**src/rtl/truth_table_reader.sv**
```systemverilog
// ---------------------------------------------------------------------------
// truth_table_reader
//
// Characterises a 3-input combinational block. It drives the eight input
// vectors in turn, holding each one for SETTLE_CYCLES clocks. At the end of
// each hold period it samples the block's output. From the eight samples it
// rebuilds the 8-bit function code and compares that code with an expected
// code.
//
// Code convention: idx = {in1,in2,in3}. Bit (7-idx) of the code is the
// block's output for vector idx. For example, an output that is high only
// at idx 5 and idx 6 gives the code 8'h06.
//
// Parameters
//   SETTLE_CYCLES  cycles each vector is held before sampling (>= 1)
//   CNT_W          width of the settle counter (2**CNT_W >= SETTLE_CYCLES)
//
// Ports
//   clk            rising-edge clock
//   rst_n          asynchronous active-low reset
//   start          scan request, accepted only while idle
//   abort          abandons a scan in progress; ignored while idle
//   expected       expected function code, latched when start is accepted
//   dut_out        output of the block being measured (same clock domain)
//   in1/in2/in3    block inputs: MSB, middle bit and LSB of the vector index
//   busy           high while a scan is in progress
//   done           one-cycle pulse when a scan completes
//   table_out      reconstructed function code of the last completed scan
//   match          table_out equals the latched expected code
//   mismatch_mask  table_out XOR latched expected code
// ---------------------------------------------------------------------------
module truth_table_reader #(
   parameter int SETTLE_CYCLES = 4,
   parameter int CNT_W         = 8
) (
   input  logic       clk,
   input  logic       rst_n,
   input  logic       start,
   input  logic       abort,
   input  logic [7:0] expected,
   input  logic       dut_out,
   output logic       in1,
   output logic       in2,
   output logic       in3,
   output logic       busy,
   output logic       done,
   output logic [7:0] table_out,
   output logic       match,
   output logic [7:0] mismatch_mask
);

   typedef enum logic [1:0] {
      IDLE   = 2'd0,
      SETTLE = 2'd1,
      DONE   = 2'd2
   } state_t;

   // The final count of a hold period. The sample is taken on the edge
   // where the counter holds this value.
   localparam logic [CNT_W-1:0] CNT_LAST = CNT_W'(SETTLE_CYCLES - 1);
   localparam logic [CNT_W-1:0] CNT_ONE  = CNT_W'(1);

   // Returns the table with bit (7-idx) replaced by the sampled value.
   function automatic logic [7:0] insert_sample(
      input logic [7:0] tab,
      input logic [2:0] idx,
      input logic       value
   );
      logic [7:0] res;
      res              = tab;
      res[3'd7 - idx]  = value;
      return res;
   endfunction

   state_t           state_r, state_n;
   logic [2:0]       idx_r, idx_n;
   logic [CNT_W-1:0] cnt_r, cnt_n;
   logic [7:0]       shadow_r, shadow_n;
   logic [7:0]       exp_r, exp_n;
   logic [2:0]       bus_r, bus_n;
   logic             busy_r, busy_n;
   logic             done_r, done_n;
   logic [7:0]       table_r, table_n;
   logic             match_r, match_n;
   logic [7:0]       mask_r, mask_n;
   logic [7:0]       sampled_s;

   // Next-state and next-output logic for the scan sequencer.
   always_comb begin
      state_n   = state_r;
      idx_n     = idx_r;
      cnt_n     = cnt_r;
      shadow_n  = shadow_r;
      exp_n     = exp_r;
      bus_n     = bus_r;
      busy_n    = busy_r;
      done_n    = 1'b0;
      table_n   = table_r;
      match_n   = match_r;
      mask_n    = mask_r;
      sampled_s = insert_sample(shadow_r, idx_r, dut_out);

      case (state_r)
         IDLE: begin
            busy_n = 1'b0;
            bus_n  = 3'b000;
            cnt_n  = {CNT_W{1'b0}};
            if (start) begin
               state_n  = SETTLE;
               idx_n    = 3'd0;
               busy_n   = 1'b1;
               exp_n    = expected;
               shadow_n = 8'h00;
            end else begin
               state_n = IDLE;
            end
         end

         SETTLE: begin
            // abort takes priority, even over the final sample edge.
            if (abort) begin
               state_n = IDLE;
               busy_n  = 1'b0;
               bus_n   = 3'b000;
               cnt_n   = {CNT_W{1'b0}};
               idx_n   = 3'd0;
            end else if (cnt_r == CNT_LAST) begin
               shadow_n = sampled_s;
               cnt_n    = {CNT_W{1'b0}};
               if (idx_r == 3'd7) begin
                  // The results use sampled_s so that they include this
                  // final sample.
                  state_n = DONE;
                  busy_n  = 1'b0;
                  done_n  = 1'b1;
                  bus_n   = 3'b000;
                  table_n = sampled_s;
                  match_n = (sampled_s == exp_r);
                  mask_n  = sampled_s ^ exp_r;
               end else begin
                  idx_n = idx_r + 3'd1;
                  bus_n = idx_r + 3'd1;
               end
            end else begin
               cnt_n = cnt_r + CNT_ONE;
            end
         end

         DONE: begin
            state_n = IDLE;
            busy_n  = 1'b0;
            bus_n   = 3'b000;
            cnt_n   = {CNT_W{1'b0}};
         end

         default: begin
            state_n = IDLE;
            busy_n  = 1'b0;
            bus_n   = 3'b000;
            cnt_n   = {CNT_W{1'b0}};
            idx_n   = 3'd0;
         end
      endcase
   end

   // State and output registers; every output is driven directly from a flop.
   always_ff @(posedge clk or negedge rst_n) begin
      if (!rst_n) begin
         state_r  <= IDLE;
         idx_r    <= 3'd0;
         cnt_r    <= {CNT_W{1'b0}};
         shadow_r <= 8'h00;
         exp_r    <= 8'h00;
         bus_r    <= 3'b000;
         busy_r   <= 1'b0;
         done_r   <= 1'b0;
         table_r  <= 8'h00;
         match_r  <= 1'b0;
         mask_r   <= 8'h00;
      end else begin
         state_r  <= state_n;
         idx_r    <= idx_n;
         cnt_r    <= cnt_n;
         shadow_r <= shadow_n;
         exp_r    <= exp_n;
         bus_r    <= bus_n;
         busy_r   <= busy_n;
         done_r   <= done_n;
         table_r  <= table_n;
         match_r  <= match_n;
         mask_r   <= mask_n;
      end
   end

   assign in1           = bus_r[2];
   assign in2           = bus_r[1];
   assign in3           = bus_r[0];
   assign busy          = busy_r;
   assign done          = done_r;
   assign table_out     = table_r;
   assign match         = match_r;
   assign mismatch_mask = mask_r;

endmodule

```
**config.mk**
```make
export PLATFORM = sky130hd
export DESIGN_NAME = truth_table_reader
export DESIGN_NICKNAME = d
export VERILOG_FILES = /design/src/rtl/truth_table_reader.sv
export SDC_FILE = /design/constraint.sdc
export NUM_CORES = 1
export LEC_CHECK = 0
export ABC_AREA = 0
export CAP_MARGIN = 20
export CORE_UTILIZATION = 60
export CTS_BUF_LIST = sky130_fd_sc_hd__clkbuf_8
export DETAILED_ROUTE_END_ITERATION = 6
export DONT_BUFFER_PORTS = 1
export HOLD_SLACK_MARGIN = 0.1
export PLACE_DENSITY_LB_ADDON = 0.3
export SYNTH_ARGS = -nofsm -noshare
export SYNTH_HDL_FRONTEND = slang
export SYNTH_SLANG_ARGS = --single-unit
export TNS_END_PERCENT = 100
```
**constraint.sdc**
```tcl
create_clock -name clk -period 2.8 [get_ports clk]
set_input_delay 0.42 -clock clk [delete_from_list [all_inputs] [get_ports clk]]
set_output_delay 0.42 -clock clk [all_outputs]
set_load 0.05 [all_outputs]
```
## After elaboration in Yosys (flattened, before gate mapping)

Index checks and enable logic that the tools add are counted.

- Register bits after elaboration: 51
- Output and inout port bits: 22
- Word-level logic and storage cells: 71

- Add/sub/neg operators: 3
- Order comparisons: 2
- Equal/unequal tests: 11
- Mux-type cells: 33
- Bitwise logic cells: 3
- Reductions and logical operators: 8

Operators by type and width:

| cell | number |
|---|---|
| 8-bit two-way mux | 6 |
| 3-bit two-way mux | 8 |
| 8-bit case mux with 2 select lines | 1 |
| 4-bit AND reduction | 3 |
| 1-bit two-way mux | 10 |
| 3-bit != test (second input constant) | 3 |
| 3-bit case mux with 3 select lines | 1 |
| 8-bit by 1-bit adder with 8-bit output (second input constant) | 1 |
| 8-bit bitwise mux | 1 |
| 8-bit by 2-bit equality test with 1-bit output (second input constant) | 1 |
| 8-bit equality test | 1 |
| 8-bit XOR | 1 |
| 2-bit two-way mux | 3 |
| 2-bit != test (second input constant) | 3 |
| 3-bit by 4-bit < comparator with 1-bit output (second input constant) | 1 |
| 2-bit case mux with 2 select lines | 1 |
| 2-bit AND reduction | 2 |
| 3-bit by 1-bit adder with 3-bit output (second input constant) | 1 |
| 1-bit demux with 3-bit select | 1 |
| 3-bit equality test (second input constant) | 1 |
| 3-bit by 1-bit greater-or-equal comparator with 1-bit output (second input constant) | 1 |
| 3-bit subtractor (first input constant) | 1 |
| 2-bit by 1-bit equality test with 1-bit output (second input constant) | 1 |
| 2-bit equality test (second input constant) | 1 |
| 5 further kinds | 6 |

## Logic depth before layout (Yosys ltp)

Gate-level depths: netlist of the first run.

- Depth after elaboration: 9
- Depth in mapped cells: 9
- Gate-level depth less buffers: 6

## Worst setup path after synthesis of the first run

OpenSTA, ideal clock, no wires.

- Path kind: reg2reg
- From: register cnt_r[0]
- To: register table_r[0], in the netlist table_out[0]
- Setup time: 125 ps
- Arrival: 2152 ps
- Slack: 523 ps
- Cell stages (with the launch flop): 8
- Path through: dfrtp_1 > ha_1 > or4b_1 > or2_1 > buf_2 > or3_4 > buf_6 > mux2_4

- Longest elaborated chain between the ends: 2

RTL lines:

| element | RTL line | source |
|---|---|---|
| from (decl) | 77 | `logic [CNT_W-1:0] cnt_r, cnt_n;` |
| from (signal assigned) | 171 | `cnt_r <= {CNT_W{1'b0}};` |
| from (signal assigned) | 183 | `cnt_r <= cnt_n;` |
| 8-bit by 2-bit equality test with 1-bit output | 127 | `end else if (cnt_r == CNT_LAST) begin` |
| 4-bit AND reduction (no source line) | - |  |
| to (signal assigned) | 189 | `table_r <= table_n;` |
| to (decl) | 83 | `logic [7:0] table_r, table_n;` |

Every way passes these cells.
A chain may end at the register's enable or synchronous reset.

## Worst setup path after layout of the first run

Same ends and word-level chain as after synthesis.

==> impl_metrics.yaml, run 1 <==
min_path:
  hold_path.class: "in -> reg"
  holdPathStages: 1
  hold_end: "exp_r[6]"
  hold_start: "expected[6]"
final_layout:
  stdcell_count: 258
  layout-drive-gt1-share_pct: 12.9
  n_fill_cell: 275
  areaGrowthSynthToFinish_pct: 7.68
  nets: 226
  diodes: 0
clock_tree:
  clockBufferDepth: 2
  numCtsBuffers: 5
  cts.clk_slew.worst_paths_ps: 90
  cts_tree: "done"
  cts_root_buf: "clkbuf_8"
  post-cts-setup-buffers: 0
  cts.sinks: 51
  cts.htree.levels: 2
  insertion_delay_ps: 310
worst_setup_path:
  start_kind: "flop"
  crit_arrival_ps: 2660
  reg2reg_depth: 5
  rr_endpoint: "table_out[0]"
  r2r_slack_ps: 330
  critPathKind: "reg -> reg"
  crit_required_ps: 2990
  endpoint_kind: "flop"
  timing.rr.start: "cnt_r[0]"
  worst-path-max-fanout: 29
sta:
  fin_tns_setup_ps: 0
  max_clock_freq_mhz: 405
  report.final.setup_viol: 0
  finalClockSkew_ps: 14.4
  hold_violations: 0
  rsz0062_at_grt: "no"
  relSlewSlack_pct: 66.3
  max_slew.worst_pin.slew_ps: 502
  holdWs_ps: 261
  period_share_pct: 88.1
  min_period_ps: 2470
  slew_viol_final: 0
power:
  power_mw: 1.84
  clkPwrFrac_pct: 31.7
  leakage_nw: 1.18
  internal-power_mw: 1.32
  switching_power_mw: 0.522
  netSwitchingFraction_pct: 28.4
  peakVddDrop_v: 0.000463
  pwr-share-comb_pct: 17.8
  cellPowerDensity_nw_per_um2: 728
  p_seq_share_pct: 50.6
logic_synthesis:
  synth_seq_cells: 51
  synth_mux_area_share_pct: 12.7
  yosysWarningCount: 0
  synth_top_family_by_area: "simple AND/OR/NAND/NOR gates"
  synth-compound-area-share_pct: 7.84
  synthAdderAreaFrac_pct: 2.13
  synthCells: 210
  syn-mean-instance-area_um2: 11.2
  synth_area_um2: 2350
  synth-seq-area-share_pct: 54.4
  synth-xor-area-share_pct: 5.22
  syn_nets: 227
  yosysUniqueCellTypes: 35
  synth-simple-area-share_pct: 14.5
drt:
  routed_via_density: 5.83
  drt_pass1_iterations: 4
  route.vias.total: 1504
  drt-wirelength-per-cell_um: 16.7
  remaining_drc_errors: 0
  finalWirelength_um: 4300
  ant_nets: 0
  drtIter0Drc: 88
placed_design:
  io_buffers: 0
  dpl.hpwl_um: 2970
  gp_congestion: 0.885
  place_inst: 248
run:
  cap_violations: 0
grt:
  grt_max_degree: 52
  grtUsageTotal_pct: 22.4
  grt_pass1_vias: 1484
  antenna_found_initial: 0
  overflow: 0
  grt_pass1_wl_um: 7040
floorplanning:
  core_area_um2: 3720
  start_util_pct: 63.2
  row_count: 22
  die_w_um: 64.5
  pin_count: 35
  die_h_um: 64.5
  dieArea_um2: 4170
outcome:
  status: "complete, no violations"
cell usage in the layout, fill, tap and decap left out, drive strengths merged:
cell,n
dfrtp,51
o21ai,27
nand2,17
nor2,16
mux2,15
mux2i,11
xor2,10
inv,6
nor2b,6
clkbuf,5
nand3,4
xnor2,4
ha,4
and3,3
nor3,3
nor3b,3
nand3b,3
o41ai,3
and2,2
nand4,2
bufinv,2
or3,2
or2,2
buf,2
nand2b,1
or4b,1
or3b,1
o31ai,1
o21a,1
a21o,1
dlygate4sd3,1
worst max-delay path by stage:
stage | endpoint | cells past startpoint | start
after floorplan | table_out[0] | 7 | cnt_r[0]
after global placement | table_out[0] | 5 | cnt_r[0]
after detailed placement | table_out[0] | 5 | cnt_r[0]
after CTS | table_out[0] | 5 | cnt_r[0]
after global routing | table_out[0] | 5 | cnt_r[0]
final | table_out[0] | 5 | cnt_r[0]
cells by family after synthesis:
logic type,count (synthesis)
AOI/OAI and AO/OA,33
buffers and inverters,16
xor gates and xnor gates,14
and+or+nand+nor,66
adders and majority gates,4
DFF,51
muxes,26
final cells by class:
type                       count  area [um2]  area share, %
clock inverter                 3        63.8           2.52
inverter                       5        18.8          0.743
sequential                    51        1280           50.5
clock buffer                   5        68.8           2.72
tap                           48        60.1           2.38
timing repair buffer           3        45.0           1.78
multi-input combinational    143         995           39.4
registers in the layout, summed over array words and instances (netlist names):
register,flops
bus_r,3
busy,1
cnt_r,8
done,1
exp_r,8
idx_r,3
match,1
mismatch_mask,8
shadow_r,8
state_r,2
table_out,8
metrics by stage:
stage | setup slack [ps] | area (um2) | util, %
after global placement | 479 | 2360 | 63.4
after global routing | 208 | 2530 | 68.0
after detailed placement | 387 | 2360 | 63.4
after CTS | 341 | 2530 | 68.0
final | 332 | 2530 | 68.0
after floorplan | 523 | 2350 | -
power by group through the flow:
stage               logic (mW)  registers (mW)  clock network [mW]
CTS                      0.327           0.928               0.594
finish                   0.327           0.930               0.582
global placement         0.288           0.940                   0
detailed placement       0.304           0.944                   0
global route             0.362           0.942               0.623
floorplan                0.275           0.904                   0
synthesized netlist by cell type:
cell / count / area share, %
nor3b_1: 3 / 0.96
nor2b_1: 6 / 1.6
or2_1: 1 / 0.27
or2_2: 1 / 0.27
and2_1: 2 / 0.53
inv_1: 5 / 0.80
nand3b_1: 3 / 0.96
nand2_1: 17 / 2.7
dfrtp_1: 51 / 54
nor3_1: 3 / 0.64
nand4_1: 2 / 0.53
xnor2_1: 4 / 1.5
or4b_1: 1 / 0.43
clkbuf_1: 7 / 1.1
or3_4: 1 / 0.48
buf_6: 2 / 0.96
o21a_1: 1 / 0.32
o41ai_1: 3 / 1.1
xor2_1: 10 / 3.7
a21o_1: 1 / 0.32
nor2_1: 16 / 2.6
nand3_1: 4 / 0.85
mux2_4: 5 / 3.2
buf_1: 1 / 0.16
or3b_2: 1 / 0.37
nand2b_1: 1 / 0.27
o21ai_0: 18 / 3.8
and3_1: 3 / 0.80
mux2i_1: 11 / 4.7
o31ai_1: 1 / 0.32
mux2_2: 10 / 4.8
o21ai_1: 9 / 1.9
ha_1: 4 / 2.1
buf_2: 1 / 0.21
or3_1: 1 / 0.27
worst max-delay path, cell delays in order (launching register included):
cell and delay, ps:
dfrtp_1 420, ha_1 210, or4b_1 480, or2_1 350
or3_4 560, mux2_4 350
layer usage:
metal	vias up	wire [um]	GRT usage [%]
met2	39	2090	36.3
li1	717	-	-
met3	8	218	6.51
met4	0	56	7.50
met1	740	1930	28.9
met5	-	0	0
repair_timing:
action	in CTS	in global routing
hold buffers	2	0
hold endpoints to repair	51	0
gates resized for setup	0	0
Note: power is estimated with default switching activity, not from simulation.
==> run 2, diff against run 1 <==
--- a/config.mk
+++ b/config.mk
@@ -7,6 +7,7 @@
 export LEC_CHECK = 0
 export ABC_AREA = 0
 export CAP_MARGIN = 20
+export CORE_ASPECT_RATIO = 0.9
 export CORE_UTILIZATION = 60
 export CTS_BUF_LIST = sky130_fd_sc_hd__clkbuf_8
 export DETAILED_ROUTE_END_ITERATION = 6
==> constraint.sdc (replaced) <==
create_clock -name clk -period 2.7 [get_ports clk]
set_input_delay 0.405 -clock clk [delete_from_list [all_inputs] [get_ports clk]]
set_output_delay 0.405 -clock clk [all_outputs]
set_load 0.05 [all_outputs]
==> impl_metrics.yaml, run 2 (synthesis results as in run 1) <==
outcome:
  status: "complete, no violations"
power:
  netSwitchingFraction_pct: 29.8
  switching_power_mw: 0.540
  internal-power_mw: 1.27
  clkPwrFrac_pct: 27.9
  leakage_nw: 1.16
  p_seq_share_pct: 53.6
  cellPowerDensity_nw_per_um2: 724
  power_mw: 1.81
  peakVddDrop_v: 0.000573
  pwr-share-comb_pct: 18.5
clock_tree:
  cts.htree.levels: 2
  cts_tree: "done"
  cts.sinks: 51
  numCtsBuffers: 5
  cts_root_buf: "clkbuf_8"
  clockBufferDepth: 2
  post-cts-setup-buffers: 0
  cts.clk_slew.worst_paths_ps: 90
  insertion_delay_ps: 300
floorplanning:
  start_util_pct: 62.9
  row_count: 21
  die_w_um: 67.9
  core_area_um2: 3730
  pin_count: 35
  die_h_um: 61.3
  dieArea_um2: 4170
drt:
  route.vias.total: 1481
  drt_pass1_iterations: 4
  remaining_drc_errors: 0
  drt-wirelength-per-cell_um: 16.8
  finalWirelength_um: 4280
  routed_via_density: 5.81
  drtIter0Drc: 55
  ant_nets: 0
sta:
  max_clock_freq_mhz: 416
  min_period_ps: 2400
  fin_tns_setup_ps: 0
  max_slew.worst_pin.slew_ps: 567
  hold_violations: 0
  slew_viol_final: 0
  rsz0062_at_grt: "no"
  relSlewSlack_pct: 62.1
  period_share_pct: 89.0
  report.final.setup_viol: 0
  finalClockSkew_ps: 7.29
placed_design:
  gp_congestion: 0.843
  dpl.hpwl_um: 3010
  io_buffers: 0
final_layout:
  diodes: 0
  final_util_pct: 67.0
  layout-drive-gt1-share_pct: 12.9
  layout_commonest_cell: "dfrtp_1"
  nets: 226
  most-common-layout-cells: "dfrtp_1, o21ai_0, nand2_1"
  areaGrowthSynthToFinish_pct: 6.45
grt:
  grt_pass1_wl_um: 6470
  overflow: 0
  grt_pass1_vias: 1420
  grt_max_degree: 52
  antenna_found_initial: 0
  grtUsageTotal_pct: 21.5
worst_setup_path:
  rr_endpoint: "table_out[7]"
  crit_required_ps: 2880
  timing.rr.start: "cnt_r[0]"
  critical_path.top_delay_family: "simple AND/OR/NAND/NOR gates"
  critPathKind: "reg -> reg"
  crit_arrival_ps: 2580
  critical_path_buf_inv_count: 0
  slowest_delay_ps: 550
  r2r_slack_ps: 300
  endpoint_kind: "flop"
  path_cells: "ha_1, or4b_1, or2_1, or3_4, mux2_4"
  worst-path-max-fanout: 29
  start_kind: "flop"
  crit_slowest_cell: "or3_4"
  reg2reg_depth: 5
min_path:
  holdPathStages: 1
  hold_end: "table_out[0]"
  hold_start: "dut_out"
  hold_path.class: "in -> reg"
run:
  cap_violations: 0
[run 2: timing repair]
action	in CTS	in global routing
hold buffers	2	0
resized for setup	0	0
hold endpoints to repair	51	0
[run 2: metal layers]
metal / GRT usage [%] / up-vias / routed length [um]
li1: - / 714 / -
met1: 27.8 / 728 / 1950
met4: 7.14 / 0 / 30
met3: 5.19 / 4 / 186
met5: 0 / - / 0
met2: 35.7 / 35 / 2110
[run 2: cell type report]
cell class                      instances  area, um2
Clock buffer                            5       68.8
Clock inverter                          2       37.5
Fill cell                             259       1230
Inverter                                5       18.8
Multi-Input combinational cell        143        995
Sequential cell                        51       1280
Tap cell                               46       57.6
Timing Repair Buffer                    3       45.0
[run 2: power by group through the flow]
stage	logic [mW]	clock network (mW)	registers [mW]
6_report	0.334	0.505	0.970
5_1_grt	0.368	0.541	0.983
4_1_cts	0.336	0.516	0.971
3_5_place_dp	0.313	0	0.986
3_3_place_gp	0.296	0	0.978
2_1_floorplan	0.286	0	0.938
[run 2: how the worst max path moves through the flow]
| stage | startpoint | endpoint | slack (ps) | depth (start not counted) |
|---|---|---|---|---|
| 2_1_floorplan | cnt_r[0] | table_out[0] | 420 | 7 |
| 3_3_place_gp | cnt_r[0] | table_out[0] | 370 | 5 |
| 3_5_place_dp | cnt_r[0] | table_out[7] | 330 | 5 |
| 4_1_cts | cnt_r[0] | table_out[7] | 310 | 5 |
| 5_1_grt | cnt_r[0] | table_out[1] | 210 | 5 |
| 6_report | cnt_r[0] | table_out[7] | 300 | 5 |
[run 2: per-stage QoR]
step / instances / setup WS [ps] / area [um2] / hold slack (ps)
after floorplan: 210 / 423 / 2350 / 109
after global placement: 246 / 372 / 2350 / 111
after detailed placement: 246 / 330 / 2350 / 111
after CTS: 255 / 315 / 2500 / 245
after global routing: 255 / 211 / 2500 / 241
final: 255 / 298 / 2500 / 250
==> run 3, diff against run 2 <==
--- a/config.mk
+++ b/config.mk
@@ -12,8 +12,10 @@
 export CTS_BUF_LIST = sky130_fd_sc_hd__clkbuf_8
 export DETAILED_ROUTE_END_ITERATION = 6
 export DONT_BUFFER_PORTS = 1
+export GPL_TIMING_DRIVEN = 0
 export HOLD_SLACK_MARGIN = 0.1
 export PLACE_DENSITY_LB_ADDON = 0.3
+export RECOVER_POWER = 25
 export SYNTH_ARGS = -nofsm -noshare
 export SYNTH_HDL_FRONTEND = slang
 export SYNTH_SLANG_ARGS = --single-unit
==> impl_metrics.yaml, run 3 (synthesis results as in run 1) <==
sta:
  slew_viol_final: 0
  period_share_pct: 89.6
  report.final.setup_viol: 0
  rsz0062_at_grt: "no"
  holdWs_ps: 245
  max_clock_freq_mhz: 413
  max_slew.worst_pin.slew_ps: 1220
  hold_violations: 0
  finalClockSkew_ps: 9.74
  fin_tns_setup_ps: 0
  worst_slack_ps: 281
  relSlewSlack_pct: 18.7
  min_period_ps: 2420
grt:
  antenna_found_initial: 0
  grtUsageTotal_pct: 23.7
  grt_pass1_vias: 1482
  grt_max_degree: 52
  overflow: 0
  grt_pass1_wl_um: 7070
clock_tree:
  post-cts-setup-buffers: 0
  cts_resized: 0
  clockBufferDepth: 2
  numCtsBuffers: 5
  cts.htree.levels: 2
  cts.clk_slew.worst_paths_ps: 80
  insertion_delay_ps: 310
  cts_root_buf: "clkbuf_8"
  cts_tree: "done"
  cts.sinks: 51
placed_design:
  place_ws_ps: 295
  io_buffers: 0
  gp_congestion: 0.877
  dpl-instance-area_um2: 2400
  place_inst: 256
  dpl.hpwl_um: 3120
floorplanning:
  core_area_um2: 3730
  die_w_um: 67.9
  pin_count: 35
  die_h_um: 61.3
  start_util_pct: 62.9
  row_count: 21
  dieArea_um2: 4170
final_layout:
  stdcell_count: 266
  layout-drive-gt1-share_pct: 13.2
  diodes: 0
  n_fill_cell: 292
  most-common-layout-cells: "dfrtp_1, o21ai_0, nand2_1"
  final_util_pct: 67.1
  nets: 236
  layout_commonest_cell: "dfrtp_1"
  seqCellArea_um2: 1280
  postLayoutCellArea_um2: 2500
  multi_input_area_um2: 995
  areaGrowthSynthToFinish_pct: 6.72
power:
  switching_power_mw: 0.557
  netSwitchingFraction_pct: 32.1
  peakVddDrop_v: 0.000544
  p_seq_share_pct: 54.4
  clkPwrFrac_pct: 24.2
  leakage_nw: 1.16
  internal-power_mw: 1.18
  cellPowerDensity_nw_per_um2: 693
  power_mw: 1.73
  pwr-share-comb_pct: 21.4
drt:
  route.vias.total: 1584
  finalWirelength_um: 4370
  remaining_drc_errors: 0
  drt-wirelength-per-cell_um: 16.4
  drt_pass1_iterations: 4
  drtIter0Drc: 55
  routed_via_density: 5.95
  ant_nets: 0
worst_setup_path:
  slowest_delay_ps: 460
  cp-endpoint: "table_out[5]"
  cp.depth: 7
  r2r_slack_ps: 280
  rr_endpoint: "table_out[5]"
  critical_path_buf_inv_count: 2
  timing.rr.start: "cnt_r[0]"
  critical_path.top_delay_family: "simple AND/OR/NAND/NOR gates"
  path_cells: "ha_1, or4b_1, or2_1, buf_2, or3_4, buf_6, mux2_4"
  crit_arrival_ps: 2620
  start_kind: "flop"
  worst-path-max-fanout: 10
  critPathKind: "reg -> reg"
  crit_start: "cnt_r[0]"
  crit_slowest_cell: "or4b_1"
  reg2reg_depth: 7
  endpoint_kind: "flop"
  crit_required_ps: 2900
min_path:
  hold_path.class: "in -> reg"
run:
  cap_violations: 0
outcome:
  status: "complete, no violations"
-- run 3: repair_timing --
| action | in CTS | in global routing |
|---|---|---|
| hold buffers | 2 | 0 |
| endpoints found under the hold margin | 51 | 0 |
| setup endpoints to repair | 0 | 0 |
-- run 3: worst reg2reg max path: stages, from the launching register on --
cell     delay [ps]
dfrtp_1         400
ha_1            190
or4b_1          460
or2_1           240
buf_2           170
or3_4           390
buf_6           160
mux2_4          300
-- run 3: worst min path at each step --
stage                               to  cells past startpoint  slack (ps)        start
after floorplan               bus_r[0]                      0         110        rst_n
after global placement    table_out[7]                      0         110        rst_n
after CTS                     exp_r[1]                      1         240  expected[1]
after global routing          exp_r[1]                      1         240  expected[1]
final                         exp_r[1]                      1         240  expected[1]
after detailed placement  table_out[3]                      0         110        rst_n
-- run 3: cell type report --
type / count / area share (%)
buffer: 11 / 2.30
sequential: 51 / 50.9
multi-input combinational: 143 / 39.7
tap: 46 / 2.30
clock inverter: 3 / 0.649
inverter: 5 / 0.749
clock buffer: 5 / 2.75
timing repair buffer: 2 / 0.599
-- run 3: routing by layer --
layer	vias up	track usage (%)	part of all wire, %
li1	740	-	-
met1	791	32.4	46
met2	44	36.6	48
met3	9	5.93	4.7
met4	0	8.93	1.7
met5	-	0	0
-- run 3: power by group through the flow --
stage / clock (mW) / sequential, mW / combinational, mW
finish: 0.421 / 0.944 / 0.371
detailed placement: 0 / 0.960 / 0.351
floorplan: 0 / 0.938 / 0.286
global route: 0.454 / 0.956 / 0.412
CTS: 0.431 / 0.944 / 0.375
global placement: 0 / 0.954 / 0.334
